==> src/rtl/gray_disp_pkg.sv <==
// Shared types and helpers for the Gray-code decoder / decimal display block.
package gray_disp_pkg;

    typedef enum logic [1:0] {
        IDLE  = 2'd0,
        SHIFT = 2'd1,
        LOAD  = 2'd2
    } bcd_state_t;

    // 7-segment pattern for one BCD nibble, bit 0 = a ... bit 6 = g, active high.
    // Nibbles above 9 cannot come out of the converter; they map to blank.
    function automatic logic [6:0] seg7_of(input logic [3:0] nib);
        logic [6:0] s;
        case (nib)
            4'd0:    s = 7'h3F;
            4'd1:    s = 7'h06;
            4'd2:    s = 7'h5B;
            4'd3:    s = 7'h4F;
            4'd4:    s = 7'h66;
            4'd5:    s = 7'h6D;
            4'd6:    s = 7'h7D;
            4'd7:    s = 7'h07;
            4'd8:    s = 7'h7F;
            4'd9:    s = 7'h6F;
            default: s = 7'h00;
        endcase
        return s;
    endfunction

    // Gray to binary for a word of w bits (w <= 32): bin[i] = ^gray[w-1:i].
    function automatic logic [31:0] gray2bin(input logic [31:0] g, input int w);
        logic [31:0] mask;
        logic [31:0] gm;
        logic [31:0] b;
        mask = (w >= 32) ? '1 : ((32'd1 << w) - 32'd1);
        gm   = g & mask;
        b    = '0;
        for (int i = 0; i < 32; i++) begin
            b[i] = ^(gm >> i);
        end
        return b;
    endfunction

endpackage

==> src/rtl/bin2bcd_seq.sv <==
// Sequential double-dabble converter: one shift per clock, WIDTH shifts per word.
module bin2bcd_seq
    import gray_disp_pkg::*;
#(
    parameter int WIDTH  = 4,
    parameter int DIGITS = 2
) (
    input  logic                  clk,
    input  logic                  rst_n,
    input  logic                  start_i,
    input  logic [WIDTH-1:0]      bin_i,
    output logic                  busy_o,
    output logic                  done_o,
    output logic [4*DIGITS-1:0]   bcd_o
);

    localparam int SRW  = WIDTH + 4*DIGITS;
    localparam int CNTW = $clog2(WIDTH + 1);

    bcd_state_t        state_q;
    logic [SRW-1:0]    sr_q;
    logic [SRW-1:0]    sr_d;
    logic [CNTW-1:0]   cnt_q;
    logic              busy_q;
    logic              done_q;

    // One dabble step: add 3 to every BCD nibble >= 5, then shift the whole register left.
    always_comb begin
        logic [SRW-1:0] adj;
        adj = sr_q;
        for (int d = 0; d < DIGITS; d++) begin
            if (adj[WIDTH+4*d +: 4] >= 4'd5)
                adj[WIDTH+4*d +: 4] = adj[WIDTH+4*d +: 4] + 4'd3;
        end
        sr_d = {adj[SRW-2:0], 1'b0};
    end

    // Conversion FSM; a start seen in LOAD chains straight into the next conversion.
    always_ff @(posedge clk or negedge rst_n) begin
        if (!rst_n) begin
            state_q <= IDLE;
            sr_q    <= '0;
            cnt_q   <= '0;
            busy_q  <= 1'b0;
            done_q  <= 1'b0;
        end else begin
            case (state_q)
                IDLE: begin
                    if (start_i) begin
                        sr_q    <= {{(4*DIGITS){1'b0}}, bin_i};
                        cnt_q   <= '0;
                        busy_q  <= 1'b1;
                        state_q <= SHIFT;
                    end
                end
                SHIFT: begin
                    sr_q  <= sr_d;
                    cnt_q <= cnt_q + CNTW'(1);
                    if (cnt_q == CNTW'(WIDTH - 1)) begin
                        done_q  <= 1'b1;
                        state_q <= LOAD;
                    end
                end
                LOAD: begin
                    done_q <= 1'b0;
                    if (start_i) begin
                        sr_q    <= {{(4*DIGITS){1'b0}}, bin_i};
                        cnt_q   <= '0;
                        state_q <= SHIFT;
                    end else begin
                        busy_q  <= 1'b0;
                        state_q <= IDLE;
                    end
                end
                default: begin
                    busy_q  <= 1'b0;
                    done_q  <= 1'b0;
                    state_q <= IDLE;
                end
            endcase
        end
    end

    assign busy_o = busy_q;
    assign done_o = done_q;
    assign bcd_o  = sr_q[SRW-1 -: 4*DIGITS];

endmodule

==> src/rtl/gray_decode_display.sv <==
// Gray input -> debounced binary on LEDs -> decimal on static 7-segment digits.
module gray_decode_display
    import gray_disp_pkg::*;
#(
    parameter int WIDTH         = 4,
    parameter int DIGITS        = 2,
    parameter int STABLE_CYCLES = 4,
    parameter bit SEG_ACT_LOW   = 1'b0,
    parameter bit BLANK_LZ      = 1'b0
) (
    input  logic                  clk,
    input  logic                  rst_n,
    input  logic [WIDTH-1:0]      gray_i,
    output logic [WIDTH-1:0]      led_o,
    output logic [7*DIGITS-1:0]   seg_o,
    output logic                  busy_o,
    output logic                  update_o
);

    localparam int CW = $clog2(STABLE_CYCLES + 1);

    // The display must be able to show the largest binary value.
    if (longint'(10) ** DIGITS <= (longint'(1) << WIDTH) - 1) begin : g_digits_too_few
        $error("gray_decode_display: DIGITS too small for WIDTH");
    end

    logic [1:0]              rsync_q;
    logic                    rst_int_n;
    logic [WIDTH-1:0]        s1_q, s2_q, acc_q, led_q, pval_q;
    logic [CW-1:0]           cnt_q;
    logic                    pend_q, upd_q;
    logic [7*DIGITS-1:0]     seg_q;
    logic                    accept, start;
    logic [WIDTH-1:0]        bin_s;
    logic                    bcd_busy, bcd_done;
    logic [4*DIGITS-1:0]     bcd;

    // Segment formatting: LUT, optional leading-zero blanking, then polarity.
    function automatic logic [7*DIGITS-1:0] fmt(input logic [4*DIGITS-1:0] b);
        logic [7*DIGITS-1:0] s;
        logic                lead;
        s    = '0;
        lead = 1'b1;
        for (int k = DIGITS - 1; k >= 0; k--) begin
            s[7*k +: 7] = seg7_of(b[4*k +: 4]);
            if (BLANK_LZ && k > 0 && lead && b[4*k +: 4] == 4'd0)
                s[7*k +: 7] = 7'h00;
            else
                lead = 1'b0;
        end
        if (SEG_ACT_LOW)
            s = ~s;
        return s;
    endfunction

    // Reset asserts asynchronously but releases on a clock edge.
    always_ff @(posedge clk or negedge rst_n) begin
        if (!rst_n) rsync_q <= 2'b00;
        else        rsync_q <= {rsync_q[0], 1'b1};
    end
    assign rst_int_n = rsync_q[1];

    // A new word is taken once the synced value has held STABLE_CYCLES and differs from the last one.
    assign accept = (cnt_q == CW'(STABLE_CYCLES)) && (s2_q != acc_q);
    assign bin_s  = WIDTH'(gray2bin(32'(s2_q), WIDTH));
    // The converter can take a word while idle or in its final (LOAD) cycle.
    assign start  = pend_q && (!bcd_busy || bcd_done);

    // Synchroniser, stability filter, LED register and single-entry pending word.
    always_ff @(posedge clk or negedge rst_int_n) begin
        if (!rst_int_n) begin
            s1_q   <= '0;
            s2_q   <= '0;
            cnt_q  <= '0;
            acc_q  <= '0;
            led_q  <= '0;
            pend_q <= 1'b0;
            pval_q <= '0;
        end else begin
            s1_q <= gray_i;
            s2_q <= s1_q;
            if (s1_q != s2_q)
                cnt_q <= '0;
            else if (cnt_q != CW'(STABLE_CYCLES))
                cnt_q <= cnt_q + CW'(1);
            if (accept) begin
                acc_q  <= s2_q;
                led_q  <= bin_s;
                pend_q <= 1'b1;
                pval_q <= bin_s;
            end else if (start) begin
                pend_q <= 1'b0;
            end
        end
    end

    bin2bcd_seq #(
        .WIDTH  (WIDTH),
        .DIGITS (DIGITS)
    ) u_bcd (
        .clk     (clk),
        .rst_n   (rst_int_n),
        .start_i (start),
        .bin_i   (pval_q),
        .busy_o  (bcd_busy),
        .done_o  (bcd_done),
        .bcd_o   (bcd)
    );

    // Display register loads when the converter reports a finished word.
    always_ff @(posedge clk or negedge rst_int_n) begin
        if (!rst_int_n) begin
            seg_q <= fmt('0);
            upd_q <= 1'b0;
        end else begin
            upd_q <= bcd_done;
            if (bcd_done)
                seg_q <= fmt(bcd);
        end
    end

    assign led_o    = led_q;
    assign seg_o    = seg_q;
    assign busy_o   = pend_q | bcd_busy;
    assign update_o = upd_q;

endmodule
==> config.mk <==
export PLATFORM = sky130hd
export DESIGN_NAME = gray_decode_display
export DESIGN_NICKNAME = d
export VERILOG_FILES = /design/src/rtl/gray_disp_pkg.sv /design/src/rtl/bin2bcd_seq.sv /design/src/rtl/gray_decode_display.sv
export SDC_FILE = /design/constraint.sdc
export NUM_CORES = 1
export LEC_CHECK = 0
export ABC_AREA = 1
export CAP_MARGIN = 20
export CORE_ASPECT_RATIO = 1.25
export CORE_UTILIZATION = 57
export DETAILED_ROUTE_END_ITERATION = 6
export PLACE_DENSITY_LB_ADDON = 0.1
export SYNTH_ARGS = -nofsm -noshare
export SYNTH_HDL_FRONTEND = slang
export SYNTH_HIERARCHICAL = 1
export SYNTH_SLANG_ARGS = --single-unit
==> constraint.sdc <==
create_clock -name clk -period 2.2 [get_ports clk]
set_clock_uncertainty 0.1 [all_clocks]
set_input_delay 0.44 -clock clk [delete_from_list [all_inputs] [get_ports clk]]
set_output_delay 0.44 -clock clk [all_outputs]
set_load 0.005 [all_outputs]
==> results.txt <==
* Number of DRC markers in iteration 0: 74
- CTS buffer count: 5
- The finished layout holds 414 standard cells, fillers aside.
* P_leak: 1.58 nW
- After the last flow step, the layout net total stands at 379.
- Leaving out fill and tap cells, the most frequent cell in the layout is nand2_1.
* Highest-count cells in the layout ignoring fill and taps: nand2_1 (101), dfrtp_1 (42), inv_1 (34), clkdlybuf4s50_1 (25), nor2_1 (21)
- Sort of element at the start of the critical path: register
- Number of buffers added for setup after CTS: 0
- Each instance of the synthesized netlist takes up on average 8.78 um2.
- Tracing the worst setup path back leads to its startpoint at u_bcd/busy_o.
- Final worst path period share: 90.7%
- In this run the worst path has a maximum fanout of 4.
- In the routed design, unresolved DRC markers number 0.
- Floorplan core area: 0.00476 mm2
* Cell taking the most area after synthesis: dfrtp_1
- Total gr overflow: 0
- The number of global-route vias before repair was 1952.
- Setup repair after global routing left no endpoint under its margin.
- Post-synthesis cell type count: 31
- After clock tree synthesis, the repair step resized 0 gates.
- Data arrival time of the worst path: 1.45 ns
- Fillers: 420
- After clock tree synthesis, the clock-pin slew on the worst setup and hold paths is 0.10 ns.
- The worst setup path is of the reg2out kind.
- Die boundary height: 81.2 um
* Setup violations, final: 0
- The final layout contains routed wiring with a total length of 4900 um.
- Yosys printed 6 warnings.
- The cell sitting at the root of the clock tree is a clkbuf_8.
- FMAX: 0.501 GHz
- In the post-synthesis netlist, the biggest area contributors are dfrtp_1 (38%), nand2_1 (13%), dfstp_2 (11%).
- The floorplan has 28 rows.
- In this run, placement finished with an instance count of 406.
- Global routing usage summed across all routing layers: 21.2%
- After legalization and detailed placement, the total HPWL measured 3370 um.
- For this configuration, the core starts out at a cell density of 60.1%.
- Synth Register Bits: 55
- Dividing the detail-routed wire length by the instance count gives 11.8 um.
- Start of the worst register-to-register path: u_bcd/done_o
- Max Cap Violations: 0
- Placed inst area: 0.00315 mm2
- The run finished with clean final reports.
- TritonCTS built the clock tree.
* Largest net degree at the start of global routing: 54
- IR analysis of the VDD net gives a maximum drop of 0.000575 V.
- Hold Fails Final Rpt: 0
* Kind of capture point of the worst setup path: primary output
- H-tree level count: 2
* Yosys top cell area share: 37.6%
- Counting every net in the synthesized netlist gives 352.
- At the end of routability-driven placement, the weighted congestion stood at 0.742.
- Per-cell via count in the routed design: 5.09
- Cell count after synthesis: 326
- Final design area excluding fillers: 0.00324 mm2
- Final setup TNS: 0 ns
* I/O pin count: 26
- Data required time of the worst path: 1.66 ns
- Number of port buffers: 25
* Power density cells: 1130 mW/mm2
* CTS hold repair buffers: 0
- Largest buffer count on any clock path: 2
- Number of sinks driven by the clock tree: 55
- The die covers 0.00531 mm2.
* Min Tclk post-route: 1.99 ns
* Min-Delay Path Class: reg2async
- The initial antenna violation count was 0.
- The max-slew violation count was 0.
* Via count: 2106
- Wire length of the first global-routing pass: 8490 um
* Sequential fraction of the synthesis area: 48.6%
- Clock latency on the worst-skew pair, taken at its later pin, is 0.31 ns.
- Post-DRT Antenna Nets: 0
- Horiz. Die Dim: 65.4 um
- Area overhead of the layout relative to synthesis: 13.2%
- Once layout is complete, the utilization of the core stands at 68.0%.
- Cells with a size suffix above 1 make up 14.4% of the layout.
- The mapped netlist covers 0.00286 mm2.
* Antenna diode instance count: 0
- The pre-antenna-repair detailed-routing pass consisted of 4 iterations.
-- Yosys cell counts --
library cell / instances
nand2_1: 101
buf_2: 2
nor2_2: 1
o211ai_1: 2
xnor2_1: 2
nor2_1: 21
buf_12: 1
xor2_1: 5
o21ai_0: 17
inv_4: 1
nand2_2: 2
a21oi_2: 2
a22o_1: 2
nand3_1: 15
o211ai_2: 1
or2_2: 2
o22ai_2: 4
ha_1: 20
inv_1: 34
nand4_1: 4
nand2_4: 4
conb_1: 1
inv_2: 7
a31oi_1: 1
a21oi_1: 10
dfrtp_1: 43
o21ai_2: 4
o21bai_1: 1
buf_6: 1
dfstp_2: 12
buf_4: 3
-- state kept, by name (all words and copies together), names as in the netlist --
signal and flops:
seg_o 14, u_bcd/sr_q 12, acc_q 4, s1_q 4
s2_q 4, cnt_q 3, pval_q 3, u_bcd/cnt_q 3
rsync_q 2, u_bcd/state_q 2, pend_q 1, u_bcd/busy_o 1
u_bcd/done_o 1, update_o 1
-- power by group --
part           internal [W]  total, W  leakage [nW]  switching [W]
combinational      0.000690   0.00147         0.860       0.000777
sequential          0.00137   0.00161         0.682       0.000244
clock              0.000222  0.000570        0.0402       0.000348
total               0.00228   0.00365          1.58        0.00137
-- worst paths after layout --
kind,end,slack [ns],depth (start not counted)
max in group asynchronous,seg_o[8],1.55,1
setup reg to reg,u_bcd/sr_q[8],0.52,6
setup / recovery,busy_o,0.21,2
hold / removal,u_bcd/sr_q[11],0.15,1
hold reg to reg,u_bcd/sr_q[11],0.15,1
min in group clk,rsync_q[1],0.27,0
-- metrics by stage --
step           hold WS [ns]  power, W  worst slack (ns)
6_report              0.152   0.00365             0.206
5_1_grt               0.164   0.00398             0.148
4_1_cts               0.158   0.00368             0.188
3_5_place_dp          0.167   0.00311             0.531
3_3_place_gp          0.163   0.00307             0.550
2_1_floorplan        0.0444   0.00263             0.476
-- routing by layer --
layer	share of wire, %	GRT usage [%]
met5	0	0
met4	1.8	9.13
met2	53	39.6
met3	2.5	3.93
met1	43	23.0
-- layout make-up --
cell class	instances	area, um2	area share [%]
flip-flops and latches	55	1390	43.0
multi-input cells	222	1250	38.5
repair buffers	27	278	8.57
inverters	42	160	4.94
well taps	60	75.1	2.32
clock buffers	5	68.8	2.12
clock inverters	3	20.0	0.618
-- kinds of logic (layout without fill, tap and decap cells) --
kind of cell | after synthesis | in the layout | synth area share [%]
compound gates | 44 | 44 | 10.4
simple gates | 150 | 150 | 22.2
other cells | 1 | 1 | 0.131
flops | 55 | 55 | 48.6
fa+ha+maj | 20 | 20 | 8.75
buf+inv | 49 | 77 | 7.83
xor+xnor | 7 | 7 | 2.14
-- critical path, stage by stage (launching register included) --
cell,delay (ns)
dfrtp_1,0.41
or2_2,0.29
clkdlybuf4s50_1,0.44
Power figures use the tool's default switching activity.
